==> config.mk <==
export PLATFORM = sky130hd
export DESIGN_NAME = msi_write_receiver
export DESIGN_NICKNAME = d
export VERILOG_FILES = /design/src/rtl/msi_write_receiver.sv
export SDC_FILE = /design/constraint.sdc
export NUM_CORES = 1
export LEC_CHECK = 0
export CORE_MARGIN = 2
export CORE_UTILIZATION = 40
export CTS_CLUSTER_DIAMETER = 120
export DETAILED_ROUTE_END_ITERATION = 6
export GPL_TIMING_DRIVEN = 0
export HOLD_SLACK_MARGIN = 0.02
export PLACE_DENSITY_LB_ADDON = 0.2
export SLEW_MARGIN = 20
export SYNTH_ARGS = -nofsm -noshare
export SYNTH_HDL_FRONTEND = slang
export SYNTH_SLANG_ARGS = --single-unit
==> constraint.sdc <==
create_clock -name clk_i -period 4.05 [get_ports clk_i]
set_clock_uncertainty 0.05 [all_clocks]
set_input_delay 0.405 -clock clk_i [delete_from_list [all_inputs] [get_ports clk_i]]
set_output_delay 0.405 -clock clk_i [all_outputs]
set_load 0.01 [all_outputs]
==> src/rtl/msi_write_receiver.sv <==
// AXI4-Lite write-only MSI target: turns seteipnum_le writes into EIIDs
// and streams them to the interrupt-file pending logic through a FIFO.
module msi_write_receiver #(
  parameter int AXI_ADDR_WIDTH = 64,
  parameter int AXI_DATA_WIDTH = 64,
  parameter logic [AXI_ADDR_WIDTH-1:0] BASE_ADDR = 'h2800_4000,
  parameter int NR_SRC = 64,
  parameter int FIFO_DEPTH = 4
) (
  input  logic                          clk_i,
  input  logic                          rst_i,
  input  logic                          awvalid_i,
  output logic                          awready_o,
  input  logic [AXI_ADDR_WIDTH-1:0]     awaddr_i,
  input  logic                          wvalid_i,
  output logic                          wready_o,
  input  logic [AXI_DATA_WIDTH-1:0]     wdata_i,
  input  logic [AXI_DATA_WIDTH/8-1:0]   wstrb_i,
  output logic                          bvalid_o,
  input  logic                          bready_i,
  output logic [1:0]                    bresp_o,
  output logic                          eiid_valid_o,
  input  logic                          eiid_ready_i,
  output logic [$clog2(NR_SRC)-1:0]     eiid_o,
  output logic [15:0]                   drop_cnt_o
);

  localparam int SW = AXI_DATA_WIDTH / 8;
  localparam int EW = $clog2(NR_SRC);
  localparam int PW = $clog2(FIFO_DEPTH);
  localparam int AW = AXI_ADDR_WIDTH;

  logic [AW-3:0]             addr_q, addr_d;
  logic                      aw_full_q, aw_full_d;
  logic [AXI_DATA_WIDTH-1:0] wdata_q, wdata_d;
  logic [SW-1:0]             wstrb_q, wstrb_d;
  logic                      w_full_q, w_full_d;
  logic                      bvalid_q, bvalid_d;
  logic                      rdy_q, rdy_d;
  logic [15:0]               drop_q, drop_d;
  logic [EW-1:0]             mem_q [FIFO_DEPTH];
  logic [PW-1:0]             rd_q, rd_d, wr_q, wr_d;
  logic [PW:0]               cnt_q, cnt_d;

  logic [31:0] lane_data;
  logic [3:0]  lane_strb;
  logic        hit, accept, fifo_full, commit, push, pop;
  logic        aw_hs, w_hs;
  logic        unused_addr;

  assign unused_addr = ^awaddr_i[1:0];

  // addr_q[0] is byte-address bit 2, selecting the 32-bit lane
  if (AXI_DATA_WIDTH == 64) begin : g_w64
    assign lane_data = addr_q[0] ? wdata_q[63:32] : wdata_q[31:0];
    assign lane_strb = addr_q[0] ? wstrb_q[7:4] : wstrb_q[3:0];
  end else begin : g_w32
    assign lane_data = wdata_q;
    assign lane_strb = wstrb_q;
  end

  assign hit       = addr_q == BASE_ADDR[AW-1:2];
  assign accept    = hit && lane_strb == 4'hF &&
                     lane_data != 32'd0 &&
                     lane_data < 32'(NR_SRC);
  assign fifo_full = cnt_q == (PW+1)'(FIFO_DEPTH);
  assign commit    = aw_full_q && w_full_q && !bvalid_q &&
                     !(accept && fifo_full);
  assign push      = commit && accept;
  assign pop       = eiid_valid_o && eiid_ready_i;

  assign awready_o    = rdy_q && !aw_full_q && !bvalid_q;
  assign wready_o     = rdy_q && !w_full_q && !bvalid_q;
  assign aw_hs        = awvalid_i && awready_o;
  assign w_hs         = wvalid_i && wready_o;
  assign bvalid_o     = bvalid_q;
  assign bresp_o      = 2'b00;
  assign eiid_valid_o = cnt_q != '0;
  assign eiid_o       = mem_q[rd_q];
  assign drop_cnt_o   = drop_q;

  always_comb begin
    addr_d    = addr_q;
    aw_full_d = aw_full_q;
    wdata_d   = wdata_q;
    wstrb_d   = wstrb_q;
    w_full_d  = w_full_q;
    bvalid_d  = bvalid_q;
    drop_d    = drop_q;
    rdy_d     = 1'b1;
    if (aw_hs) begin
      addr_d    = awaddr_i[AW-1:2];
      aw_full_d = 1'b1;
    end
    if (w_hs) begin
      wdata_d  = wdata_i;
      wstrb_d  = wstrb_i;
      w_full_d = 1'b1;
    end
    if (commit) begin
      aw_full_d = 1'b0;
      w_full_d  = 1'b0;
      bvalid_d  = 1'b1;
      if (!accept && drop_q != 16'hFFFF)
        drop_d = drop_q + 16'd1;
    end
    if (bvalid_q && bready_i)
      bvalid_d = 1'b0;
    wr_d  = wr_q + PW'(push);
    rd_d  = rd_q + PW'(pop);
    cnt_d = cnt_q + (PW+1)'(push) - (PW+1)'(pop);
  end

  always_ff @(posedge clk_i) begin
    if (rst_i) begin
      addr_q    <= '0;
      aw_full_q <= 1'b0;
      wdata_q   <= '0;
      wstrb_q   <= '0;
      w_full_q  <= 1'b0;
      bvalid_q  <= 1'b0;
      rdy_q     <= 1'b0;
      drop_q    <= '0;
      rd_q      <= '0;
      wr_q      <= '0;
      cnt_q     <= '0;
      for (int i = 0; i < FIFO_DEPTH; i++)
        mem_q[i] <= '0;
    end else begin
      addr_q    <= addr_d;
      aw_full_q <= aw_full_d;
      wdata_q   <= wdata_d;
      wstrb_q   <= wstrb_d;
      w_full_q  <= w_full_d;
      bvalid_q  <= bvalid_d;
      rdy_q     <= rdy_d;
      drop_q    <= drop_d;
      rd_q      <= rd_d;
      wr_q      <= wr_d;
      cnt_q     <= cnt_d;
      if (push)
        mem_q[wr_q] <= lane_data[EW-1:0];
    end
  end

endmodule

* Word level (Yosys, flattened, before mapping)
Memories as Yosys holds them, arrays and structs flattened. A register that Yosys moved wholly into a read port is not among the register bits.
Cells that the tools add are included.
** Cells by class
- Add/subtract/negate cells :: 5
- Magnitude comparators :: 1
- Equal/unequal tests :: 4
- Muxes and demuxes :: 12
- Reduce and logical (&&, ||, !) cells :: 28
** Operator list (count)
- 62-bit by 28-bit == test with 1-bit output, second input constant :: 1
- 32-bit by 7-bit less-than comparator with 1-bit output, second input constant :: 1
- 32-bit 2-to-1 mux :: 1
- 32-bit nonzero test :: 1
- 1-bit logical AND :: 17
- 16-bit by 1-bit adder with 16-bit output, second input constant :: 1
- 16-bit inequality test, second input constant :: 1
- 1-bit 2-to-1 mux :: 7
- 6-bit 2-to-1 mux :: 1
- 6-bit OR reduction :: 1
- 1-bit logical NOT :: 5
- 2-bit by 1-bit adder with 2-bit output :: 2
- 4-bit == test, second input constant :: 1
- 2-bit 2-to-1 mux :: 2
- 4-bit 2-to-1 mux :: 1
- 2-bit OR reduction :: 2
- 3-bit by 1-bit adder with 3-bit output :: 1
- 3-bit == test, second input constant :: 1
- 3-bit nonzero test :: 1
- 3-bit by 1-bit subtractor with 3-bit output :: 1
- 2-bit AND reduction :: 1
** Word-level totals
- Register bits :: 161
- Bits in writable memories :: 24
- Input bits :: 142
- Memories kept :: 1
** Memories
- mem_q :: words 4, width 6, read ports 1, clocked after memory_dff 1, write ports 4, RTL line 41 : logic [EW-1:0] mem_q [FIFO_DEPTH];

* Depth between registers and ports, before layout
Gate-level depths: netlist of the first run.
- Word-level depth :: 14
- Mapped depth :: 15

* Worst setup path after synthesis of the first run
Ideal clock, no wire load.
- Kind :: flip-flop to flip-flop
- Start point :: reg wdata_q[22]
- End point :: reg cnt_q[2]
- Setup time :: 128 ps
- Arrival time :: 2981 ps
- Data required time :: 3872 ps
- Path slack :: 891 ps
- Stages on the path, launching flop included :: 14
- Period minus slack after synthesis :: 3159 ps
- Cell sequence :: dfxtp_1 > or4_4 > nor4_4 > o211a_1 > o2111ai_1 > or2_2 > clkbuf_1 > ha_1 > inv_1 > ha_1 > fa_1 > xnor2_1 > xnor2_1 > nor2_1
** Between the ends
- Cells in the longest elaborated chain, start to end :: 10
- Elaborated cells on any way between the ends :: 11
- Those cells by class :: 2 x add/sub; 1 x order compare; 1 x mux; 7 x reduce/logical
** RTL lines
- start: declaration :: RTL line 35 : logic [AXI_DATA_WIDTH-1:0] wdata_q, wdata_d;
- start signal: assignment :: RTL line 132 : wdata_q <= wdata_d;
- 32-bit 2-to-1 mux (*) :: RTL line 55 : assign lane_data = addr_q[0] ? wdata_q[63:32] : wdata_q[31:0];
- branches (longest 2 deep; another with 32-bit by 7-bit less-than comparator with 1-bit output)
- 1-bit logical AND (*) :: RTL line 64 : lane_data != 32'd0 &&
- 1-bit logical AND :: RTL line 68 : !(accept && fifo_full);
- 1-bit logical NOT :: RTL line 68
- 1-bit logical AND :: RTL line 67 : assign commit = aw_full_q && w_full_q && !bvalid_q &&
- 1-bit logical AND (*) :: RTL line 69 : assign push = commit && accept;
- 3-bit by 1-bit adder with 3-bit output (*) :: RTL line 111 : cnt_d = cnt_q + (PW+1)'(push) - (PW+1)'(pop);
- 3-bit by 1-bit subtractor with 3-bit output (*) :: RTL line 111
- end signal: assignment :: RTL line 140 : cnt_q <= cnt_d;
- end: declaration :: RTL line 43 : logic [PW:0] cnt_q, cnt_d;
Mark *: on every way between the ends.
A chain may end at the register's enable or synchronous reset.

* Worst setup path after layout of the first run
Ends and elaborated chain as after synthesis.

==> results of run 1 <==
## worst reg2reg max path: stages, from the launching register on
cell and delay, ns:
dfxtp_1 0.31, or4_4 0.54, nor4_4 0.29, o211a_1 0.21
o2111ai_1 0.22, or2_2 0.35, clkbuf_1 0.17, ha_1 0.30
inv_1 0.04, ha_1 0.18, fa_1 0.39, xnor2_1 0.18
xnor2_1 0.14, nor2_1 0.05
## final cells by class
cell class | instances | share of cell area (%)
buffer | 63 | 2.81
clock buffer | 23 | 4.72
clock inverter | 7 | 0.981
inverter | 6 | 0.226
multi-input combinational | 629 | 32.8
sequential | 183 | 39.3
tap | 229 | 2.88
timing repair buffer | 162 | 16.3
## final timing paths
check,startpoint,depth (start not counted),end
worst max-delay path,wdata_q[22]$_SDFFE_PP0P_,13,cnt_q[2]$_SDFF_PP0_
worst min-delay path,wstrb_q[0]$_SDFFE_PP0P_,2,wstrb_q[0]$_SDFFE_PP0P_
worst max register to register,wdata_q[22]$_SDFFE_PP0P_,13,cnt_q[2]$_SDFF_PP0_
worst min register to register,wstrb_q[0]$_SDFFE_PP0P_,2,wstrb_q[0]$_SDFFE_PP0P_
## power by group
group / internal, W / switching (W)
Combinational: 0.000341 / 0.000297
Sequential: 0.00193 / 0.0000622
Clock: 0.000940 / 0.000692
## synth_stat cells (all sizes together)
cell type / count
or4: 6
a31oi: 1
o21a: 3
edfxtp: 24
o211a: 1
and2: 5
conb: 1
clkinv: 1
ha: 5
and3: 2
dfxtp: 159
and4b: 2
o31ai: 6
nor3: 19
a21oi: 142
nor4: 41
nor4b: 6
xnor2: 4
o21ai: 10
nand2: 277
and4: 5
inv: 5
o311ai: 1
nand3: 7
mux4: 6
nor2b: 9
mux2i: 7
nand4: 14
buf: 13
o41ai: 1
o22ai: 2
fa: 1
clkbuf: 50
o2111ai: 1
or3b: 1
or3: 8
mux2: 4
nor4bb: 1
or2: 3
nor2: 23
nand2b: 3
## state kept, by name, indices dropped and copies added, names as in the netlist
signal,cells
cnt_q,3
rd_q,2
w_full_q,1
wstrb_q,8
rdy_q,1
drop_cnt_o,16
wr_q,2
aw_full_q,1
wdata_q,62
mem_q,24
addr_q,62
bvalid_o,1
## per-layer routing
| layer | share of wire, % | up-vias | track usage, % |
|---|---|---|---|
| met5 | 0 | - | 0 |
| met4 | 1.4 | 0 | 5.79 |
| met3 | 5.0 | 21 | 4.28 |
| met2 | 48 | 170 | 33.9 |
| met1 | 46 | 3091 | 27.0 |
| li1 | - | 3406 | - |
## metrics by stage
step / setup WS (ns) / instances / hold slack (ns)
finish: 0.515 / 1302 / 0.402
global route: 0.290 / 1302 / 0.420
CTS: 0.495 / 1302 / 0.401
detailed placement: 0.516 / 1272 / 0.392
global placement: 0.553 / 1272 / 0.388
floorplan: 0.891 / 881 / 0.381
## cells by family (layout without fill, tap and decap cells)
group,after synthesis,count (layout),synth area share (%)
compound gates,168,168,11.8
buf+inv,69,261,4.04
xor+xnor,4,4,0.469
mux,17,17,3.45
simple gates,432,432,26.8
fa+ha+maj,6,6,1.11
flops,183,183,52.3
other cells,1,2,0.0502
==> impl_results.md, run 1 <==
* Initial Utilization at between 40% and 50%
* Filler cells at about 1700
* Dpl cell area at 9380 sq um
* Hold-fix buffers at CTS at 0
* Mapped Area at about 7500 sq um
* Initial DRT Pass Iterations at 5
* Row count at between 40 and 50
* DR vias/cell at between 5 and 6
* Die extent in x at around 140 um
* Number of diodes at 0
* Crit path buf inv count at 2
* Sequential share of the synthesized area at 52.3%
* Seq cells post-synth at around 180
* Fin util at a little over half
* CTS Buffer Depth at 2
* Postcts setup bufs at 0
* Power per cell area at about 430 nW/um^2
* Synth Instances at just under 900
* Post_cts resized at 0
* YS warnings at 0
* Commonest non-fill, non-tap cell in the layout: nand2_1
* Max_cap viols at 0
* Reg2reg setup slack at about 0.51 ns
* Slowest cell delay on critical path at ~0.54 ns
* Most frequent cells in the layout: nand2_1 (277), clkdlybuf4s50_1 (162), dfxtp_1 (159), a21oi_1 (142), clkbuf_1 (53)
* Setup violators final at 0
* Area added between synthesis and finish at 33.2%
* DRC violations left at 0
* Tot Pwr at 0.00426 W
* CP startpoint kind: flop
* Design Area, Final at 9950 sq um
* Multi-input gate area at around 3300 sq um
* Clock root buffer: clkbuf_16
* Worst slew pin tran at ~1.0 ns
* Tmin final at 3.54 ns
* Initial antenna violation count at 0
* TritonCTS clock tree: built
* Clock sink count at 183
* Relative slew slack at approximately a third
* CP max-delay cell: or4_4
* Setup_tns at 0 ns
* Largest net degree at the start of global routing at 17
* Post-synth top area share at a little over two fifths
* I/O Buffers at 162
* Die Ht at about 140 um
* CP cell instances: or4_4, nor4_4, o211a_1, o2111ai_1, or2_2, clkbuf_1, ha_1, inv_1, ha_1, fa_1, xnor2_1, xnor2_1, nor2_1
* Routed len/inst at around 16 um
* Period utilisation layout at between 80% and 90%
* Top post-synthesis cells by area: dfxtp_1 (43%), nand2_1 (14%), edfxtp_1 (9.7%)
* Peak fanout along the critical path at 6
* Pleak at ~3.4 nW
* Via count at ~6700
* Post-DRT Antenna Nets at 0
* Core ar. at approximately 18000 sq um
* Fin. max-slew vios at 0
* VDD IR max at roughly 320 uV
* H-Tree Depth at 4
* Vias in the first global route at 6284
* CP Class: reg -> reg
* Unrepaired setup endpoints after global routing: no
* Share of layout cells above drive strength 1 at approximately 5.3%
* Req. time, crit path at 4.31 ns
* Initial drt markers at between 300 and 400
* DP Wirelength at around 15000 um
* F_max at 283 MHz
* CTS clk-pin slew, worst paths at 0.07 ns
* Largest delay share family, worst path: simple AND/OR/NAND/NOR gates
* Ports at 170
* Placer Congestion at around 0.84
* Cell variety after synth at 48
* Total gr overflow at 0
* Worst hold path type: reg -> reg
* GRT Total Usage at between 20% and 30%
* Clk_lat worst skew at 0.43 ns
* Arrival @ worst endpoint at between 3 and 4 ns
* DIE AREA at 19800 sq um
* Wire length of the first global-routing pass at ~32000 um
* Status: finished, final reports clean
* Routed WL at ~20000 um
* CTS buffer count at 17
* Final Hold Viols at 0
* Average cell area after synthesis at between 8 and 9 sq um
* Cell taking the most area after synthesis: dfxtp_1
* Fin nets at around 1200
* Crit. End Element: flop
* Sequential cell area at ~4000 sq um
Power figures use the tool's default switching activity.
==> inputs of run 2 (changes only) <==
--- a/config.mk
+++ b/config.mk
@@ -5,6 +5,7 @@
 export SDC_FILE = /design/constraint.sdc
 export NUM_CORES = 1
 export LEC_CHECK = 0
+export ABC_AREA = 1
 export CORE_MARGIN = 2
 export CORE_UTILIZATION = 40
 export CTS_CLUSTER_DIAMETER = 120
==> impl_results.md, run 2 <==
* Clk_lat worst skew at 0.44 ns (was 0.43 ns)
* DRC violations left at 0 (unchanged)
* Max_cap viols at 0 (unchanged)
* EDFF count, synth at 24 (unchanged)
* Most instantiated library cell after synthesis: nor2_1 (was nand2_1)
* Share of layout cells above drive strength 1 at 6.98% (was 5.31%)
* Area added between synthesis and finish at 31.5% (was 33.2%)
* Setup violators final at 0 (unchanged)
* Post-synthesis async set-or-reset flop share at 0% (unchanged)
* Fin nets at 1453 (was 1210)
* Mapped Area at 8230 sq um (was 7470 sq um)
* Period utilisation layout at 67.3% (was 87.3%)
* Setup Slack @ Placement at 0.760 ns (was 0.516 ns)
* VDD IR max at 264 uV (was 318 uV)
* Largest net degree at the start of global routing at 17 (unchanged)
* Largest regs: wdata_q: 64 flops, addr_q: 62 flops, mem_q: 24 flops (was addr_q: 62 flops, wdata_q: 62 flops, mem_q: 24 flops)
* Total gr overflow at 0 (unchanged)
* Final worst setup slack at 1.32 ns (was 0.515 ns)
* Routed len/inst at 13.8 um (was 15.5 um)
* Row count at 52 (was 49)
* F_max at 367 MHz (was 283 MHz)
* Tmin final at 2.73 ns (was 3.54 ns)
* Wire length of the first global-routing pass at 35400 um (was 31500 um)
* Seq cells post-synth at 185 (was 183)
* Pleak at 4.17 nW (was 3.45 nW)
* CTS Buffer Depth at 2 (unchanged)
* Final Hold Viols at 0 (unchanged)
* CP startpoint kind: input pin (was flop)
* Fin. max-slew vios at 0 (unchanged)
* Fin util at 53.5% (was 54.8%)
* H-Tree Depth at 4 (unchanged)
* Worst slew pin tran at 1.02 ns (about the same)
* Most instantiated cells after synthesis: nor2_1 (389), dfxtp_1 (161), o21ai_0 (153) (was nand2_1 (277), dfxtp_1 (159), a21oi_1 (142))
* Initial DRT Pass Iterations at 5 (unchanged)
* Cell variety after synth at 43 (was 48)
* Setup_tns at 0 ns (unchanged)
* Post-synth top area share at 39.1% (was 42.6%)
* Commonest non-fill, non-tap cell in the layout: nor2_1 (was nand2_1)
* GRT Total Usage at 20.5% (was 20.4%)
* Ports at 170 (unchanged)
* CTS clk-pin slew, worst paths at 0.07 ns (about the same)
* CP Class: in -> reg (was reg -> reg)
* Post_cts resized at 0 (unchanged)
* Most frequent cells in the layout: nor2_1 (389), clkdlybuf4s50_1 (165), dfxtp_1 (161), o21ai_0 (153), nand2_1 (100) (was nand2_1 (277), clkdlybuf4s50_1 (162), dfxtp_1 (159), a21oi_1 (142), clkbuf_1 (53))
* TritonCTS clock tree: built (unchanged)
* Die Ht at 147 um (was 141 um)
* Initial drt markers at 475 (was 398)
* Req. time, crit path at 4.05 ns (was 4.31 ns)
* Worst hold path type: reg -> reg (unchanged)
* Routed WL at 22000 um (was 20200 um)
* Power per cell area at 429 nW/um^2 (about the same)
* Unrepaired setup endpoints after global routing: no (unchanged)
* I/O Buffers at 165 (was 162)
* Initial Utilization at 40.7% (was 41.1%)
* Synth Instances at 1120 (was 880)
* DR vias/cell at 4.78 (was 5.14)
* Top reg by flops: wdata_q
* Hold_ws at 0.409 ns (was 0.402 ns)
* Clock sink count at 185 (was 183)
* CTS buffer count at 17 (unchanged)
* Placer Congestion at 0.835 (was 0.840)
* Crit. End Element: flop (unchanged)
* Vias in the first global route at 7290 (was 6284)
* Postcts setup bufs at 0 (unchanged)
* Hold-fix buffers at CTS at 0 (unchanged)
* Post-DRT Antenna Nets at 0 (unchanged)
* Clock root buffer: clkbuf_16 (unchanged)
* YS warnings at 0 (unchanged)
* Average cell area after synthesis at 7.35 sq um (was 8.49 sq um)
* Status: finished, final reports clean (unchanged)
* DP Wirelength at 16500 um (was 15200 um)
* Relative slew slack at 31.4% (about the same)
* Arrival @ worst endpoint at 2.72 ns (was 3.79 ns)
* DIE AREA at 21700 sq um (was 19800 sq um)
* Via count at 7599 (was 6688)
* Max FFs per register at between 60 and 70
* Sequential share of the synthesized area at 47.9% (was 52.3%)
* Core ar. at 20200 sq um (was 18100 sq um)
* Cell taking the most area after synthesis: dfxtp_1 (unchanged)
* Peak fanout along the critical path at 10 (was 6)
* Initial antenna violation count at 1 (was 0)
* Top post-synthesis cells by area: dfxtp_1 (39%), nor2_1 (18%), o21ai_0 (9.3%) (was dfxtp_1 (43%), nand2_1 (14%), edfxtp_1 (9.7%))
* Die extent in x at 147 um (was 141 um)
* Top_reg_cell synth: dfxtp_1 (unchanged)
-- run 2: changes by cell type in the layout (fill, tap and decap cells not counted), moves of 34 or more --
cell	previous run	this run
o21ai_0	10	153
a21oi_1	142	23
nor2_1	23	389
nand2_1	277	100
inv_1	5	60
nor4_1	38	4
-- run 2: power by group --
part	leakage (nW)	switching, W	internal, W	total, W
clock network	0.283	0.000738	0.000951	0.00169
registers	1.57	0.0000899	0.00199	0.00208
logic	2.32	0.000467	0.000407	0.000874
-- run 2: kinds of logic after synthesis --
logic type,synth area share [%]
fa+ha+maj,1.00
compound gates,12.8
simple gates,30.1
buf+inv,6.44
xor+xnor,1.70
flops,47.9
other cells,0.0455
-- run 2: routing by layer --
| metal | track usage (%) | share of wire, % | wire length, um |
|---|---|---|---|
| met4 | 6.73 | 1.9 | 417 |
| met1 | 27.2 | 46 | 10200 |
| met5 | 0 | 0 | 0 |
| met2 | 34.0 | 46 | 10100 |
| met3 | 3.83 | 5.8 | 1270 |
-- run 2: final cells by class --
| type | instances | area [sq um] |
|---|---|---|
| Sequential cell | 185 | 3940 |
| Tap cell | 270 | 338 |
| Timing Repair Buffer | 165 | 1650 |
| Clock buffer | 19 | 454 |
| Buffer | 56 | 280 |
| Antenna cell | 1 | 2.50 |
| Multi-Input combinational cell | 814 | 3760 |
| Fill cell | 1969 | 9410 |
| Inverter | 66 | 250 |
| Clock inverter | 13 | 143 |
-- run 2: final timing paths --
check	start	end	slack, ns	cells past startpoint
worst max-delay path	rst_i	mem_q[2][5]$_SDFFCE_PN0P_	1.32	5
worst min-delay path	wdata_q[38]$_SDFFE_PP0P_	wdata_q[38]$_SDFFE_PP0P_	0.41	2
worst max register to register	addr_q[0]$_SDFFE_PP0P_	cnt_q[2]$_SDFF_PP0_	1.35	17
worst min register to register	wdata_q[38]$_SDFFE_PP0P_	wdata_q[38]$_SDFFE_PP0P_	0.41	2
-- run 2: through the flow --
stage / power, W / cells / instance area (sq um)
6_report: 0.00464 / 1589 / 10800
5_1_grt: 0.00487 / 1588 / 10800
3_3_place_gp: 0.00298 / 1556 / 10200
2_1_floorplan: 0.00260 / 1121 / 8240
3_5_place_dp: 0.00299 / 1556 / 10200
4_1_cts: 0.00467 / 1588 / 10800
-- run 2: worst max-delay path, cell delays in order --
cell and delay [ns]:
clkdlybuf4s50_1 0.49, clkinv_1 0.35, clkbuf_1 0.47, clkbuf_1 0.47, o21ai_0 0.52
==> inputs of run 3 (changes only) <==
==> constraint.sdc (replaced) <==
create_clock -name clk_i -period 2.7 [get_ports clk_i]
set_clock_uncertainty 0.05 [all_clocks]
set_input_delay 0.27 -clock clk_i [delete_from_list [all_inputs] [get_ports clk_i]]
set_output_delay 0.27 -clock clk_i [all_outputs]
set_load 0.01 [all_outputs]
==> impl_results.md, run 3 (synthesized netlist as in run 2, its figures left out) <==
* Post-DRT Antenna Nets at 0 (unchanged)
* Status: finished, final reports clean (unchanged)
* F_max at around 380 MHz
* VDD IR max at 402 uV (was 264 uV)
* Die Ht at 147 um (unchanged)
* Initial antenna violation count at 1 (unchanged)
* Clock root buffer: clkbuf_16 (unchanged)
* Initial drt markers at 505 (was 475)
* Multi-input gate area at 3800 sq um (was 3760 sq um)
* Reg2reg setup slack at 0.05 ns (was 1.35 ns)
* Switching Power at 0.00198 W (was 0.00129 W)
* CTS Buffer Depth at 2 (unchanged)
* Clock share of power at 36.1% (was 36.4%)
* DP Wirelength at 16500 um (unchanged)
* Fin nets at 1464 (was 1453)
* Share of layout cells above drive strength 1 at 8.35% (was 6.98%)
* Area added between synthesis and finish at 33.3% (was 31.5%)
* H-Tree Depth at 4 (unchanged)
* Design Area, Final at 11000 sq um (was 10800 sq um)
* CTS clk-pin slew, worst paths at 0.07 ns (about the same)
* Pleak at 4.23 nW (was 4.17 nW)
* Non-filler instance count after layout at 1600 (was 1589)
* Seq pwr share at 44.4% (was 44.8%)
* Routed len/inst at 14.0 um (was 13.8 um)
* Die extent in x at 147 um (unchanged)
* Relative slew slack at 54.7% (was 31.4%)
* Internal power at 0.00506 W (was 0.00335 W)
* Unrepaired setup endpoints after global routing: yes (was no)
* Clk_lat worst skew at 0.44 ns (about the same)
* Crit. End Element: flop (unchanged)
* Most frequent cells in the layout: nor2_1 (388), clkdlybuf4s50_1 (165), dfxtp_1 (160), o21ai_0 (150), nand2_1 (100) (was nor2_1 (389), clkdlybuf4s50_1 (165), dfxtp_1 (161), o21ai_0 (153), nand2_1 (100))
* Final worst setup slack at 0.0472 ns (was 1.32 ns)
* Worst hold stages at 3 (was 2)
* DIE AREA at 21700 sq um (unchanged)
* GRT Total Usage at 20.5% (about the same)
* Routed WL at 22400 um (was 22000 um)
* Vias in the first global route at 7292 (was 7290)
* Hold Crit Start: awaddr_i[40] (was wdata_q[38]$_SDFFE_PP0P_)
* Power per cell area at 641 nW/um^2 (was 429 nW/um^2)
* Via count at 7632 (was 7599)
* Dpl cell area at 10200 sq um (unchanged)
* Total gr overflow at 0 (unchanged)
* I/O Buffers at 165 (unchanged)
* Worst r2r src: addr_q[0]$_SDFFE_PP0P_ (unchanged)
* Initial DRT Pass Iterations at 5 (unchanged)
* Final Hold Viols at 0 (unchanged)
* Fin. max-slew vios at 0 (unchanged)
* Inst Count DP at 1556 (unchanged)
* Setup Slack @ Placement at -0.455 ns (was 0.760 ns)
* Top reg by flops: wdata_q (unchanged)
* Combinational fraction of design power at 19.5% (was 18.8%)
* Max FFs per register at 64 (unchanged)
* CP cell instances: buf_6, buf_12, nor2_4, nand2_1, nor2_1, nand2_1, nor2_1, nand2_1, nor2_2, nand4_4, ha_4, inv_2, ha_4, fa_2, inv_2, nor2_1 (was clkdlybuf4s50_1, clkinv_1, clkbuf_1, clkbuf_1, o21ai_0)
* Wire length of the first global-routing pass at 35300 um (was 35400 um)
* Commonest non-fill, non-tap cell in the layout: nor2_1 (unchanged)
* Tmin final at between 2 and 3 ns
* Placer Congestion at 0.835 (unchanged)
* Ports at 170 (unchanged)
* Initial Utilization at 40.7% (unchanged)
* WHS Endpoint: addr_q[38]$_SDFFE_PP0P_ (was wdata_q[38]$_SDFFE_PP0P_)
* Period utilisation layout at 98.3%
* R2R depth at 16 (was 17)
* CP max-delay cell: fa_2 (was o21ai_0)
* CTS buffer count at 17 (unchanged)
* Filler cells at 1958 (was 1969)
* Tot Pwr at 0.00703 W (was 0.00464 W)
* Switching Share at 28.1% (was 27.9%)
* CP startpoint kind: flop (was input pin)
* Arrival @ worst endpoint at 2.97 ns (was 2.72 ns)
* Clock sink count at 185 (unchanged)
* Worst slew pin tran at 0.679 ns (was 1.02 ns)
* End of the worst register-to-register path: cnt_q[1]$_SDFF_PP0_ (was cnt_q[2]$_SDFF_PP0_)
* Row count at 52 (unchanged)
* Largest net degree at the start of global routing at 17 (unchanged)
* Max_cap viols at 0 (unchanged)
* Setup violators final at 0 (unchanged)
* DR vias/cell at 4.77 (was 4.78)
* Slowest cell delay on critical path at 0.53 ns (was 0.52 ns)
* Largest regs: wdata_q: 64 flops, addr_q: 62 flops, mem_q: 24 flops (unchanged)
* TritonCTS clock tree: built (unchanged)
* Worst hold path type: in -> reg (was reg -> reg)
* Req. time, crit path at 3.02 ns (was 4.05 ns)
* Core ar. at 20200 sq um (unchanged)
* Peak fanout along the critical path at 5 (was 10)
* CP Class: reg -> reg (was in -> reg)
* Sequential cell area at 3950 sq um (was 3940 sq um)
* DRC violations left at 0 (unchanged)
-- run 3: routing by layer --
metal	global-route usage [%]	part of all wire, %	up-vias
met1	27.1	47	3404
met3	3.83	5.5	30
met2	34.1	46	210
met4	6.73	1.8	0
li1	-	-	3988
met5	0	0	-
-- run 3: metrics by stage --
step | util [%] | hold WS, ns | setup TNS (ns)
floorplan | - | 0.377 | 0
global placement | 50.5 | 0.393 | -5.24
detailed placement | 50.5 | 0.397 | -7.08
CTS | 53.4 | 0.398 | 0
global route | 54.2 | 0.422 | -0.262
finish | 54.2 | 0.403 | 0
-- run 3: timing repair --
item | 4_1_cts | 5_1_grt
buffers inserted | 0 | 10
hold buffers | 0 | 0
gates cloned | 0 | 2
setup endpoints to repair | 7 | 14
pin swaps | 0 | 7
gates resized for setup | 1 | 18
-- run 3: power groups by stage --
stage                     logic, W  clock network [W]  registers, W
after floorplan           0.000764                  0       0.00314
after global routing       0.00156            0.00268       0.00315
after global placement     0.00129                  0       0.00317
after CTS                  0.00132            0.00257       0.00311
final                      0.00138            0.00254       0.00312
after detailed placement   0.00131                  0       0.00318
-- run 3: cell type report --
cell class	instances	area share [%]
Tap cell	270	3.08
Clock inverter	13	1.30
Antenna cell	1	0.0228
Multi-Input combinational cell	814	34.6
Inverter	66	2.30
Sequential cell	185	35.9
Buffer	55	2.53
Clock buffer	19	4.14
Timing Repair Buffer	177	16.1
-- run 3: worst max-delay path: cells and delay by family (launching register included) --
kind	cells	cell delay [ns]
adder cells (fa/ha/maj)	3	0.99
AND/OR/NAND/NOR	9	0.86
flip-flops	1	0.34
buffers and inverters	4	0.33
-- run 3: how the worst max path moves through the flow --
stage	endpoint	start	depth (start not counted)
after floorplan	cnt_q[2]$_SDFF_PP0_	addr_q[0]$_SDFFE_PP0P_	18
after global placement	mem_q[3][2]$_DFFE_PP_	rst_i	5
after detailed placement	mem_q[3][2]$_DFFE_PP_	rst_i	5
after CTS	cnt_q[2]$_SDFF_PP0_	addr_q[0]$_SDFFE_PP0P_	17
after global routing	cnt_q[1]$_SDFF_PP0_	addr_q[0]$_SDFFE_PP0P_	16
final	cnt_q[1]$_SDFF_PP0_	addr_q[0]$_SDFFE_PP0P_	16
